## src/rtl/nor_exec_pkg.sv

```systemverilog
// Shared definitions for the NOR program executor.
//   op_e    : instruction opcode encoding carried on instr_op
//   state_e : executor control states
//   COUNT_W : width of the executed-instruction counter
package nor_exec_pkg;

  localparam int COUNT_W = 16;

  typedef enum logic [1:0] {
    OP_INIT1 = 2'b00,
    OP_INIT0 = 2'b01,
    OP_NOR   = 2'b10,
    OP_NOT   = 2'b11
  } op_e;

  typedef enum logic [1:0] {
    S_IDLE = 2'b00,
    S_EXEC = 2'b01,
    S_DONE = 2'b10
  } state_e;

endpackage

```

## src/rtl/nor_program_executor_if.sv

```systemverilog
// Handshake bundle for the NOR program executor.
//   in_*    : primary-input vector channel (valid/ready)
//   instr_* : instruction stream channel (valid/ready), instr_last ends a program
//   out_*   : result channel (valid/ready) with result bit, error flag, count
// master = program source / result sink, slave = executor.
interface nor_program_executor_if
  import nor_exec_pkg::*;
#(
  parameter int NUM_IN = 7,
  parameter int ADDR_W = 5
);
  logic               in_valid;
  logic               in_ready;
  logic [NUM_IN-1:0]  in_bits;

  logic               instr_valid;
  logic               instr_ready;
  logic [1:0]         instr_op;
  logic [ADDR_W-1:0]  instr_a;
  logic [ADDR_W-1:0]  instr_b;
  logic [ADDR_W-1:0]  instr_dst;
  logic               instr_last;

  logic               out_valid;
  logic               out_ready;
  logic               out_bit;
  logic               out_err;
  logic [COUNT_W-1:0] out_count;

  modport master (
    output in_valid, in_bits,
    output instr_valid, instr_op, instr_a, instr_b, instr_dst, instr_last,
    output out_ready,
    input  in_ready, instr_ready,
    input  out_valid, out_bit, out_err, out_count
  );

  modport slave (
    input  in_valid, in_bits,
    input  instr_valid, instr_op, instr_a, instr_b, instr_dst, instr_last,
    input  out_ready,
    output in_ready, instr_ready,
    output out_valid, out_bit, out_err, out_count
  );

endinterface

```

## src/rtl/nor_cell_array.sv

```systemverilog
// Bit-cell array with per-cell "armed" flags, modelling a memristive row.
//   clk, rst_n        : clock, asynchronous active-low reset (clears everything)
//   load_en/load_bits : bulk load of cells 0..NUM_IN-1, clears all armed flags
//   rd_a_*, rd_b_*    : two combinational read ports (out-of-range reads give 0)
//   wr_en/wr_addr     : single write port; wr_and selects cell <= cell & wr_data
//   wr_data/wr_armed  : value and armed flag written to wr_addr
//   wr_cur_armed      : current armed flag of wr_addr
//   wr_next           : value cell[wr_addr] would hold after this write
module nor_cell_array #(
  parameter int NUM_IN    = 7,
  parameter int NUM_CELLS = 32,
  parameter int ADDR_W    = $clog2(NUM_CELLS)
) (
  input  logic              clk,
  input  logic              rst_n,
  input  logic              load_en,
  input  logic [NUM_IN-1:0] load_bits,
  input  logic [ADDR_W-1:0] rd_a_addr,
  output logic              rd_a_data,
  input  logic [ADDR_W-1:0] rd_b_addr,
  output logic              rd_b_data,
  input  logic              wr_en,
  input  logic [ADDR_W-1:0] wr_addr,
  input  logic              wr_data,
  input  logic              wr_and,
  input  logic              wr_armed,
  output logic              wr_cur_armed,
  output logic              wr_next
);

  localparam logic [ADDR_W:0] CELL_LIM = (ADDR_W+1)'(NUM_CELLS);

  function automatic logic addr_ok(input logic [ADDR_W-1:0] addr);
    return {1'b0, addr} < CELL_LIM;
  endfunction

  logic [NUM_CELLS-1:0] cell_q, cell_d;
  logic [NUM_CELLS-1:0] armed_q, armed_d;
  logic                 wr_cur_cell;

  always_comb begin
    rd_a_data    = addr_ok(rd_a_addr) ? cell_q[rd_a_addr]  : 1'b0;
    rd_b_data    = addr_ok(rd_b_addr) ? cell_q[rd_b_addr]  : 1'b0;
    wr_cur_cell  = addr_ok(wr_addr)   ? cell_q[wr_addr]    : 1'b0;
    wr_cur_armed = addr_ok(wr_addr)   ? armed_q[wr_addr]   : 1'b0;
    // A NOR-type write can only pull a cell low, never set it.
    wr_next      = wr_and ? (wr_cur_cell & wr_data) : wr_data;
  end

  always_comb begin
    cell_d  = cell_q;
    armed_d = armed_q;
    if (load_en) begin
      cell_d[NUM_IN-1:0] = load_bits;
      armed_d            = '0;
    end else if (wr_en && addr_ok(wr_addr)) begin
      cell_d[wr_addr]  = wr_next;
      armed_d[wr_addr] = wr_armed;
    end
  end

  always_ff @(posedge clk or negedge rst_n) begin
    if (!rst_n) begin
      cell_q  <= '0;
      armed_q <= '0;
    end else begin
      cell_q  <= cell_d;
      armed_q <= armed_d;
    end
  end

endmodule

```

## src/rtl/nor_program_executor.sv

```systemverilog
// Sequential executor for NOR-only MAGIC micro-op programs.
//   clk, rst_n : clock, asynchronous active-low reset
//   bus        : slave side of nor_program_executor_if
//                in_*    loads primary inputs into cells 0..NUM_IN-1
//                instr_* streams INIT1/INIT0/NOR/NOT, one per cycle
//                out_*   returns last destination value, sticky error, count
// Flow: IDLE --input accepted--> EXEC --last instruction--> DONE --out taken--> IDLE.
// Cell contents persist across runs; only the input cells are reloaded.
module nor_program_executor
  import nor_exec_pkg::*;
#(
  parameter int NUM_IN    = 7,
  parameter int NUM_CELLS = 32,
  parameter int ADDR_W    = $clog2(NUM_CELLS)
) (
  input logic                 clk,
  input logic                 rst_n,
  nor_program_executor_if.slave bus
);

  localparam logic [ADDR_W:0] CELL_LIM = (ADDR_W+1)'(NUM_CELLS);

  function automatic logic addr_ok(input logic [ADDR_W-1:0] addr);
    return {1'b0, addr} < CELL_LIM;
  endfunction

  function automatic logic [COUNT_W-1:0] sat_inc(input logic [COUNT_W-1:0] v);
    return (&v) ? v : v + COUNT_W'(1);
  endfunction

  state_e             state_q, state_d;
  logic               out_bit_q, out_bit_d;
  logic               err_q, err_d;
  logic [COUNT_W-1:0] count_q, count_d;

  op_e               op;
  logic              in_fire, instr_fire, out_fire;
  logic              is_nor_like, addr_bad;
  logic [ADDR_W-1:0] rd_b_addr;
  logic              rd_a_data, rd_b_data;
  logic              wr_en, wr_data, wr_and, wr_armed;
  logic              dst_armed, wr_next;

  assign op         = op_e'(bus.instr_op);
  assign in_fire    = (state_q == S_IDLE) && bus.in_valid;
  assign instr_fire = (state_q == S_EXEC) && bus.instr_valid;
  assign out_fire   = (state_q == S_DONE) && bus.out_ready;

  // Instruction decode. Only addresses an opcode actually uses are checked,
  // so don't-care fields (b for INIT/NOT, a for INIT) never raise an error.
  always_comb begin
    is_nor_like = (op == OP_NOR) || (op == OP_NOT);
    rd_b_addr   = (op == OP_NOT) ? bus.instr_a : bus.instr_b;
    addr_bad    = !addr_ok(bus.instr_dst)
                || (is_nor_like && !addr_ok(bus.instr_a))
                || ((op == OP_NOR) && !addr_ok(bus.instr_b));
    wr_en       = instr_fire && !addr_bad;
    wr_and      = is_nor_like;
    wr_data     = is_nor_like ? ~(rd_a_data | rd_b_data) : (op == OP_INIT1);
    wr_armed    = (op == OP_INIT1);
  end

  nor_cell_array #(
    .NUM_IN   (NUM_IN),
    .NUM_CELLS(NUM_CELLS),
    .ADDR_W   (ADDR_W)
  ) u_cells (
    .clk         (clk),
    .rst_n       (rst_n),
    .load_en     (in_fire),
    .load_bits   (bus.in_bits),
    .rd_a_addr   (bus.instr_a),
    .rd_a_data   (rd_a_data),
    .rd_b_addr   (rd_b_addr),
    .rd_b_data   (rd_b_data),
    .wr_en       (wr_en),
    .wr_addr     (bus.instr_dst),
    .wr_data     (wr_data),
    .wr_and      (wr_and),
    .wr_armed    (wr_armed),
    .wr_cur_armed(dst_armed),
    .wr_next     (wr_next)
  );

  // Result bookkeeping: cleared when a new input vector is taken, held in DONE.
  always_comb begin
    err_d     = err_q;
    count_d   = count_q;
    out_bit_d = out_bit_q;
    if (in_fire) begin
      err_d     = 1'b0;
      count_d   = '0;
      out_bit_d = 1'b0;
    end else if (instr_fire) begin
      count_d = sat_inc(count_q);
      // Evaluating into an un-initialised cell is a program bug, but the
      // AND-write still happens so the array matches the crossbar.
      if (addr_bad || (is_nor_like && !dst_armed)) err_d = 1'b1;
      if (bus.instr_last) out_bit_d = addr_bad ? 1'b0 : wr_next;
    end
  end

  always_ff @(posedge clk or negedge rst_n) begin
    if (!rst_n) begin
      state_q   <= S_IDLE;
      out_bit_q <= 1'b0;
      err_q     <= 1'b0;
      count_q   <= '0;
    end else begin
      state_q   <= state_d;
      out_bit_q <= out_bit_d;
      err_q     <= err_d;
      count_q   <= count_d;
    end
  end

  always_comb begin
    state_d = state_q;
    unique case (state_q)
      S_IDLE:  if (in_fire) state_d = S_EXEC;
      S_EXEC:  if (instr_fire && bus.instr_last) state_d = S_DONE;
      S_DONE:  if (out_fire) state_d = S_IDLE;
      default: state_d = S_IDLE;
    endcase
  end

  always_comb begin
    bus.in_ready    = (state_q == S_IDLE);
    bus.instr_ready = (state_q == S_EXEC);
    bus.out_valid   = (state_q == S_DONE);
  end

  assign bus.out_bit   = out_bit_q;
  assign bus.out_err   = err_q;
  assign bus.out_count = count_q;

endmodule

```

## src/flat_wrapper.sv

```systemverilog
// flat-port wrapper written by rule: the top's interface ports become plain ports
module nor_program_executor_flat import nor_exec_pkg::*;
#(
  parameter int NUM_IN    = 7,
  parameter int NUM_CELLS = 32,
  parameter int ADDR_W    = $clog2(NUM_CELLS)
)
  (clk, rst_n, bus_in_valid, bus_in_bits, bus_instr_valid, bus_instr_op, bus_instr_a, bus_instr_b, bus_instr_dst, bus_instr_last, bus_out_ready, bus_in_ready, bus_instr_ready, bus_out_valid, bus_out_bit, bus_out_err, bus_out_count);
  nor_program_executor_if #(.NUM_IN(NUM_IN), .ADDR_W(ADDR_W)) bus_i ();
  input logic clk;
  input logic rst_n;
  input wire logic [$bits(bus_i.in_valid)-1:0] bus_in_valid;
  input wire logic [$bits(bus_i.in_bits)-1:0] bus_in_bits;
  input wire logic [$bits(bus_i.instr_valid)-1:0] bus_instr_valid;
  input wire logic [$bits(bus_i.instr_op)-1:0] bus_instr_op;
  input wire logic [$bits(bus_i.instr_a)-1:0] bus_instr_a;
  input wire logic [$bits(bus_i.instr_b)-1:0] bus_instr_b;
  input wire logic [$bits(bus_i.instr_dst)-1:0] bus_instr_dst;
  input wire logic [$bits(bus_i.instr_last)-1:0] bus_instr_last;
  input wire logic [$bits(bus_i.out_ready)-1:0] bus_out_ready;
  output wire logic [$bits(bus_i.in_ready)-1:0] bus_in_ready;
  output wire logic [$bits(bus_i.instr_ready)-1:0] bus_instr_ready;
  output wire logic [$bits(bus_i.out_valid)-1:0] bus_out_valid;
  output wire logic [$bits(bus_i.out_bit)-1:0] bus_out_bit;
  output wire logic [$bits(bus_i.out_err)-1:0] bus_out_err;
  output wire logic [$bits(bus_i.out_count)-1:0] bus_out_count;
  assign bus_i.in_valid = bus_in_valid;
  assign bus_i.in_bits = bus_in_bits;
  assign bus_i.instr_valid = bus_instr_valid;
  assign bus_i.instr_op = bus_instr_op;
  assign bus_i.instr_a = bus_instr_a;
  assign bus_i.instr_b = bus_instr_b;
  assign bus_i.instr_dst = bus_instr_dst;
  assign bus_i.instr_last = bus_instr_last;
  assign bus_i.out_ready = bus_out_ready;
  assign bus_in_ready = bus_i.in_ready;
  assign bus_instr_ready = bus_i.instr_ready;
  assign bus_out_valid = bus_i.out_valid;
  assign bus_out_bit = bus_i.out_bit;
  assign bus_out_err = bus_i.out_err;
  assign bus_out_count = bus_i.out_count;
  nor_program_executor #(.NUM_IN(NUM_IN), .NUM_CELLS(NUM_CELLS), .ADDR_W(ADDR_W)) u_core (.clk(clk), .rst_n(rst_n), .bus(bus_i));
endmodule
```

## config.mk

```make
export PLATFORM = sky130hd
export DESIGN_NAME = nor_program_executor_flat
export DESIGN_NICKNAME = d
export VERILOG_FILES = /design/src/rtl/nor_exec_pkg.sv /design/src/rtl/nor_program_executor_if.sv /design/src/rtl/nor_cell_array.sv /design/src/rtl/nor_program_executor.sv /design/src/flat_wrapper.sv
export SDC_FILE = /design/constraint.sdc
export NUM_CORES = 1
export LEC_CHECK = 0
export ABC_AREA = 1
export CORE_MARGIN = 2
export CORE_UTILIZATION = 60
export CTS_CLUSTER_DIAMETER = 150
export DETAILED_ROUTE_END_ITERATION = 8
export PLACE_DENSITY = 0.8
export SLEW_MARGIN = 10
export SYNTH_ARGS = -nofsm -noshare
export SYNTH_HDL_FRONTEND = slang
export SYNTH_HIERARCHICAL = 1
export SYNTH_SLANG_ARGS = --single-unit
```

## constraint.sdc

```tcl
create_clock -name clk -period 3.53 [get_ports clk]
set_clock_uncertainty 0.15 [all_clocks]
set_input_delay 0.706 -clock clk [delete_from_list [all_inputs] [get_ports clk]]
set_output_delay 0.706 -clock clk [all_outputs]
set_load 0.01 [all_outputs]
```

Word-level counts from Yosys, hierarchy flattened:

Index checks and enable logic that the tools add are counted.

* add/sub/neg operators: 1
* $lt $le $gt $ge: 4
* eq/ne operators: 8
* mux-type cells: 32
* bitwise logic cells: 4
* reduce and logical (&&, ||, !) cells: 19

Operators by type and width (number)
* 32-bit bitwise mux: 2
* 32-bit two-way mux: 2
* 16-bit two-way mux: 3
* 1-bit binary-select mux with 5-bit select: 4
* 5-bit by 6-bit < comparator with 1-bit output, second input constant: 3
* 16-bit by 1-bit adder with 16-bit output, second input constant: 1
* 16-bit AND reduction: 1
* 7-bit two-way mux: 2
* 1-bit two-way mux: 13
* 2-bit by 1-bit != test with 1-bit output, second input constant: 4
* 2-bit AND reduction: 4
* 2-bit == test, second input constant: 3
* 1-bit logical AND: 6
* 2-bit two-way mux: 3
* 2-bit one-hot mux with 3 select lines: 1
* 2-bit nonzero test: 3
* 1-bit demux with 5-bit select: 1
* 5-bit by 1-bit >= comparator with 1-bit output, second input constant: 1
* 5-bit two-way mux: 1
* 2-bit zero test: 2
* 3-bit AND reduction: 1
* 2-bit by 1-bit == test with 1-bit output, second input constant: 1
* 1-bit NOT: 2
* 1-bit bitwise AND: 1
* 3 further kinds: 3

* register bits after elaboration: 84
* input port bits: 30
* output and inout bits: 21
* logic and storage cells: 75

Longest topological paths before layout:

Gate-level depths: netlist of run 1.

* depth after elaboration: 12
* gate-level depth with buffers: 19

Cells and area by module:

Netlist of run 1, hierarchy kept.

By module, submodules not included
* nor_cell_array: times used 1, cells an instance 659, area each 4521.8 µm², sequential area each 1601.5 µm²
* nor_program_executor: times used 1, cells an instance 178, area each 1357.6 µm², sequential area each 500.5 µm²

Worst setup path before layout of run 1:

No wires, ideal clock.

* path kind: input to register
* from: input bus_instr_op[0]
* to: register u_core.out_bit_q (netlist: u_core/bus.out_bit)
* library setup time: 0.123 ns
* arrival: 2.652 ns
* data required time: 3.257 ns
* setup slack: 0.605 ns
* stages: 19
* path buffers: 2
* cell sequence: nand2_1 > mux2_2 > inv_1 > clkbuf_1 > nand2_1 > nand3_1 > nand2_1 > a21oi_1 > o31ai_1 > nand2_1 > nand2_1 > nand2_1 > nor2_1 > nand2_1 > o21ai_0 > clkbuf_1 > a21boi_0 > o21ai_0 > a21oi_1

* word-level cells in the longest chain between the ends: 12
* elaborated cells between the ends (all ways): 15
* classes of those cells: eq/ne (2); mux (8); bitwise (3); reduce/logical (2)

RTL lines
* start: declaration: line flat_wrapper.sv:15 `input wire logic [$bits(bus_i.instr_op)-1:0] bus_instr_op;`
* 2-bit == test *: line nor_program_executor.sv:53 `rd_b_addr = (op == OP_NOT) ? bus.instr_a : bus.instr_b;`
* 5-bit two-way mux *: line nor_program_executor.sv:53
* net u_core.rd_b_addr[0]: line nor_program_executor.sv:39 `logic [ADDR_W-1:0] rd_b_addr;`
* 1-bit binary-select mux with 5-bit select *: line nor_cell_array.sv:43 `rd_b_data = addr_ok(rd_b_addr) ? cell_q[rd_b_addr] : 1'b0;`
* 1-bit two-way mux (not written as such) *: line nor_cell_array.sv:43
* net u_core.rd_b_data: line nor_program_executor.sv:40 `logic rd_a_data, rd_b_data;`
* 1-bit OR *: line nor_program_executor.sv:59 `wr_data = is_nor_like ? ~(rd_a_data | rd_b_data) : (op == OP_INIT1);`
* 1-bit NOT *: line nor_program_executor.sv:59
* 1-bit two-way mux *: line nor_program_executor.sv:59
* net u_core.wr_data: line nor_program_executor.sv:41 `logic wr_en, wr_data, wr_and, wr_armed;`
* 1-bit bitwise AND: line nor_cell_array.sv:47 `wr_next = wr_and ? (wr_cur_cell & wr_data) : wr_data;`
* 1-bit two-way mux *: line nor_cell_array.sv:47
* net u_core.wr_next: line nor_program_executor.sv:42 `logic dst_armed, wr_next;`
* 1-bit two-way mux *: line nor_program_executor.sv:99 `if (bus.instr_last) out_bit_d = addr_bad ? 1'b0 : wr_next;`
* 1-bit two-way mux *: line nor_program_executor.sv:94 `end else if (instr_fire) begin`
* 1-bit two-way mux *: line nor_program_executor.sv:90 `if (in_fire) begin`
* end signal: assignment: line nor_program_executor.sv:111 `out_bit_q <= out_bit_d;`
* end: declaration: line nor_program_executor.sv:32 `logic out_bit_q, out_bit_d;`

Mark *: on every way through the listed nets, which the timed path passes. The rest lies on a longest branch. The select of a mux whose other input is x is not followed.
A chain may end at the register's enable or synchronous reset.

Final worst setup path of run 1:

* from: input bus_instr_op[0]
* to: register u_core.u_cells.cell_q[9]

* word-level cells in the longest chain between the ends: 10
* elaborated cells between the ends (all ways): 13
* classes of those cells: eq/ne (2); mux (6); bitwise (3); reduce/logical (2)

RTL lines
* 2-bit == test *: line nor_program_executor.sv:53
* 5-bit two-way mux *: line nor_program_executor.sv:53
* net u_core.rd_b_addr[1]: line nor_program_executor.sv:39
* 1-bit binary-select mux with 5-bit select *: line nor_cell_array.sv:43
* 1-bit two-way mux (not written as such) *: line nor_cell_array.sv:43
* net u_core.rd_b_data: line nor_program_executor.sv:40
* 1-bit OR *: line nor_program_executor.sv:59
* 1-bit NOT *: line nor_program_executor.sv:59
* 1-bit two-way mux *: line nor_program_executor.sv:59
* net u_core.wr_data: line nor_program_executor.sv:41
* 1-bit bitwise AND: line nor_cell_array.sv:47
* 1-bit two-way mux *: line nor_cell_array.sv:47
* 32-bit bitwise mux *: line nor_cell_array.sv:57 `cell_d[wr_addr] = wr_next;`
* end signal: assignment: line nor_cell_array.sv:67 `cell_q <= cell_d;`
* end: declaration: line nor_cell_array.sv:37 `logic [NUM_CELLS-1:0] cell_q, cell_d;`

Marks and branches as above.

==> qor.csv, run 1 <==
stage,metric,value,unit
finish,Seq. cell area,0.002102,mm^2
sta,Rel. slew slack,29.46,%
detailed_routing,Vias per Instance,5.952,
global_routing,first-pass GRT wire length,27620,um
global_routing,largest net degree at the start of global routing,85,
detailed_routing,drt total wl,17020,um
sta,number of setup violations in the final report,0,
finish,area of the multi-input gates,0.003226,mm^2
sta,RSZ-0062 raised after global routing,no,
setup_path,kind of critical path,input pin to flop,
setup_path,"Slowest-stage cell, CP",clkdlybuf4s50_1,
yosys,synthesized area,0.005879,mm^2
power_and_ir_drop,Comb pwr share,37.0,%
setup_path,CP startpoint,bus_instr_op[0],
floorplanning,Die Ht,103.0,um
power_and_ir_drop,Leakage,2.964,nW
setup_path,critical path capture point,u_core/u_cells/cell_q[9],
clocking,CTS max path bufs,2,
clocking,post-CTS setup buffers,0,
clocking,Clock Sinks,84,
power_and_ir_drop,PD cells,464.2,mW/mm^2
power_and_ir_drop,Flop pwr share,40.1,%
floorplanning,I/O pin cnt,51,
setup_path,Critical Path Max Stage Delay,0.44,ns
yosys,register area share after synthesis,35.75,%
clocking,CTS Buf Count,9,
yosys,"flops & latches, synth",84,
clocking,root buf cell,clkbuf_8,
floorplanning,Initial Utilization,60.99,%
job,maxcap violations,0,
setup_path,Critical Path Fanout Max,24,
setup_path,FF-to-FF End,u_core/bus.out_count[3],
setup_path,Crit Reg-Reg Startpoint,u_core/state_q[0],
setup_path,crit path DAT,3.38,ns
clocking,CTS tree,yes,
setup_path,buffers plus inverters on the worst setup path,4,
detailed_routing,DR WL/cell,16.70,um
setup_path,CP startpoint kind,input pin,
place,Final HPWL DP,12320,um
clocking,"Hold-fix buffers, CTS",0,
floorplanning,die area,0.01061,mm^2
sta,Max Freq,309.4,MHz
yosys,Mapped Cells,837,
setup_path,CP top delay family,buffers and inverters,
detailed_routing,detailed-route via count,6065,
detailed_routing,DRC marker count from the first detailed-route iteration,604,
floorplanning,Core Area,0.009639,mm^2
setup_path,CP required,3.68,ns
sta,Final Max Tran Viols,0,
power_and_ir_drop,switching pwr,1.254,mW
hold_path,Hold Crit Class,input pin to asynchronous set/reset pin,
yosys,syn avg cell area,7.024,um^2
sta,Slew @ Worst Pin,1.058,ns
clocking,clk_lat worst skew,0.36,ns
place,IO buf count,50,
floorplanning,Cell Rows,36,
finish,nets,912,
finish,post-route cell area,0.006733,mm^2
global_routing,All-Layer GR Usage,33.56,%
detailed_routing,Routed Antenna Nets,0,
sta,fin crit period,3.232,ns
global_routing,initial antenna violation count,0,
power_and_ir_drop,VDD IR max,0.4504,mV
power_and_ir_drop,switching share of power,40.13,%
clocking,"Reg clk slew, reported paths",0.09,ns
global_routing,global route total overflow,0,
setup_path,Critical Path End Type,flop,
power_and_ir_drop,Int Power,1.871,mW
power_and_ir_drop,Clk pwr share,23.0,%
yosys,Synth cell types,36,
sta,post-route setup TNS,0,ns
finish,layout cells sized above 1,13.43,%
setup_path,critical path depth,18,
finish,fillcell total,838,
finish,diode count,0,
place,routability congestion estimate,0.8802,
detailed_routing,DRC violations left,0,
floorplanning,die width,103.0,um
finish,Layout area overhead,14.51,%
setup_path,worst r2r path cells,7,
sta,"Hold Vio Cnt, Final",0,
setup_path,Crit path top cell by count,nand2_1,
global_routing,vias in the first global route,5625,
setup_path,CP Cell Sequence,clkdlybuf4s50_1 -> nand2_1 -> buf_4 -> mux2_2 -> inv_1 -> nand3_1 -> nand2_1 -> a21oi_1 -> o31ai_1 -> nand2_1 -> nand2_1 -> nand2_1 -> nor2_1 -> nand2_1 -> o21ai_4 -> buf_6 -> nand3_1 -> nand2_1,
setup_path,reg2reg setup slack,1.36,ns
clocking,CTS H-tree depth,3,
place,DP Area,0.006525,mm^2
run_status,outcome,completed,
sta,final worst-path cycle share,91.56,%
detailed_routing,first-pass iteration count of the detailed router,6,
yosys,"Net Count, Synth",868,
yosys,Syn. warnings,6,
sequential cells by signal, indices dropped and copies added (netlist names):
name,count
u_core/u_cells/armed_q,32
u_core/state_q,2
u_core/bus.out_bit,1
u_core/bus.out_count,16
u_core/bus.out_err,1
u_core/u_cells/cell_q,32
cell families after synthesis:
logic type      share of synthesized area (%)
mux                                    0.9576
simple gates                            34.73
fa+ha+maj                              0.2128
buf+inv                                 9.577
flops                                   35.75
compound gates                          18.77
power groups by stage:
| stage | clock network (mW) | registers (mW) | logic, mW |
|---|---|---|---|
| after floorplan | 0 | 1.23 | 0.773 |
| after global placement | 0 | 1.26 | 1.09 |
| after detailed placement | 0 | 1.26 | 1.13 |
| after CTS | 0.728 | 1.25 | 1.14 |
| after global routing | 0.769 | 1.27 | 1.27 |
| final | 0.718 | 1.25 | 1.16 |
worst register-to-register path, cell delays in order (launching register included):
cell	delay (ns)
dfrtp_1	0.41
nor2_1	0.20
nand2_2	0.29
inv_2	0.19
buf_4	0.27
o21bai_1	0.35
nand2_1	0.12
o21ai_1	0.11
layout by cell type, fill, tap and decap left out:
cell type	netlist	final
nand2_4	4	4
nor3_2	6	6
o22ai_1	33	33
inv_2	7	7
nor2_2	3	3
nand2_1	256	256
nor2_1	79	79
o21ai_2	12	12
buf_6	3	1
nor2_4	5	5
nor3_4	1	1
o21bai_1	5	5
ha_1	1	1
o21ai_4	0	1
clkinvlp_4	0	2
a21boi_0	1	1
nand2_2	2	2
buf_12	3	4
nor3_1	5	5
nand3_1	37	37
o311ai_0	1	1
mux2_2	5	5
o21ai_1	6	6
inv_1	68	68
buf_4	4	22
a22oi_1	8	8
clkbuf_1	27	2
clkdlybuf4s50_1	0	49
nand2_8	1	1
bufinv_16	0	1
a21oi_1	28	28
nor3b_1	1	1
nand4_1	6	6
clkbuf_8	0	11
o31ai_1	7	7
nand3_2	30	30
inv_4	1	1
o21ai_0	91	90
dfrtp_1	84	84
worst min path at each step:
stage,startpoint,end,slack [ns],cells past startpoint
5_1_grt,u_core/state_q[0],u_core/state_q[1],0.41,1
3_5_place_dp,u_core/u_cells/armed_q[0],u_core/u_cells/armed_q[0],0.35,2
2_1_floorplan,rst_n,u_core/bus.out_bit,0.26,0
6_report,rst_n,u_core/u_cells/cell_q[14],0.38,1
3_3_place_gp,u_core/state_q[0],u_core/state_q[1],0.34,1
4_1_cts,u_core/u_cells/armed_q[0],u_core/u_cells/armed_q[0],0.37,2
cell usage after synthesis, drive strengths merged:
cell	count	area [um^2]
nor3b	1	7.510
a21oi	28	140.1
o311ai	1	8.760
o31ai	7	52.55
dfrtp	84	2102
nand2	263	1038
nand3	67	485.5
o21bai	5	37.54
inv	76	287.8
o21ai	109	590.6
buf	16	173.9
nor3	12	101.4
clkbuf	27	101.4
a22oi	8	60.06
nor2	87	371.6
mux2	5	56.30
o22ai	33	206.5
nand4	6	37.54
ha	1	12.51
a21boi	1	7.510
area by class of cell:
class                      count  share of cell area (%)
sequential                    84                   31.22
inverter                      76                   4.274
clock inverter                 3                  0.6690
timing repair buffer          76                   11.09
multi-input combinational    634                   47.91
clock buffer                  13                   2.360
tap                          133                   2.472
metal layers:
| metal | vias up | GRT usage [%] | part of all wire, % |
|---|---|---|---|
| met5 | - | 0 | 0 |
| met4 | 0 | 11.94 | 2.8 |
| met3 | 47 | 5.559 | 8.7 |
| met2 | 315 | 54.65 | 48 |
| met1 | 2852 | 45.47 | 41 |
| li1 | 2851 | - | - |
metrics by stage:
step | util (%) | hold WS (ns) | power [mW] | instances | setup WS (ns)
floorplan | - | 0.2604 | 2.003 | 837 | 0.6048
global placement | 67.69 | 0.3420 | 2.358 | 1003 | 0.06029
detailed placement | 67.69 | 0.3499 | 2.398 | 1003 | -0.09976
CTS | 69.81 | 0.3727 | 3.118 | 1019 | 0.2701
global route | 69.85 | 0.4134 | 3.311 | 1019 | 0.1000
finish | 69.85 | 0.3753 | 3.125 | 1019 | 0.2978
timing repair:
| action | 4_1_cts | 5_1_grt |
|---|---|---|
| resized for setup | 0 | 1 |
| endpoints found under the hold margin | 0 | 0 |
| setup endpoints to repair | 0 | 1 |
Note: power is estimated with default switching activity, not from simulation.
==> inputs of run 2 (changes only) <==
- SETUP_SLACK_MARGIN: not set -> 0.05
==> results of run 2 <==
Final layout, timing and power as in run 1 (identical DEF).
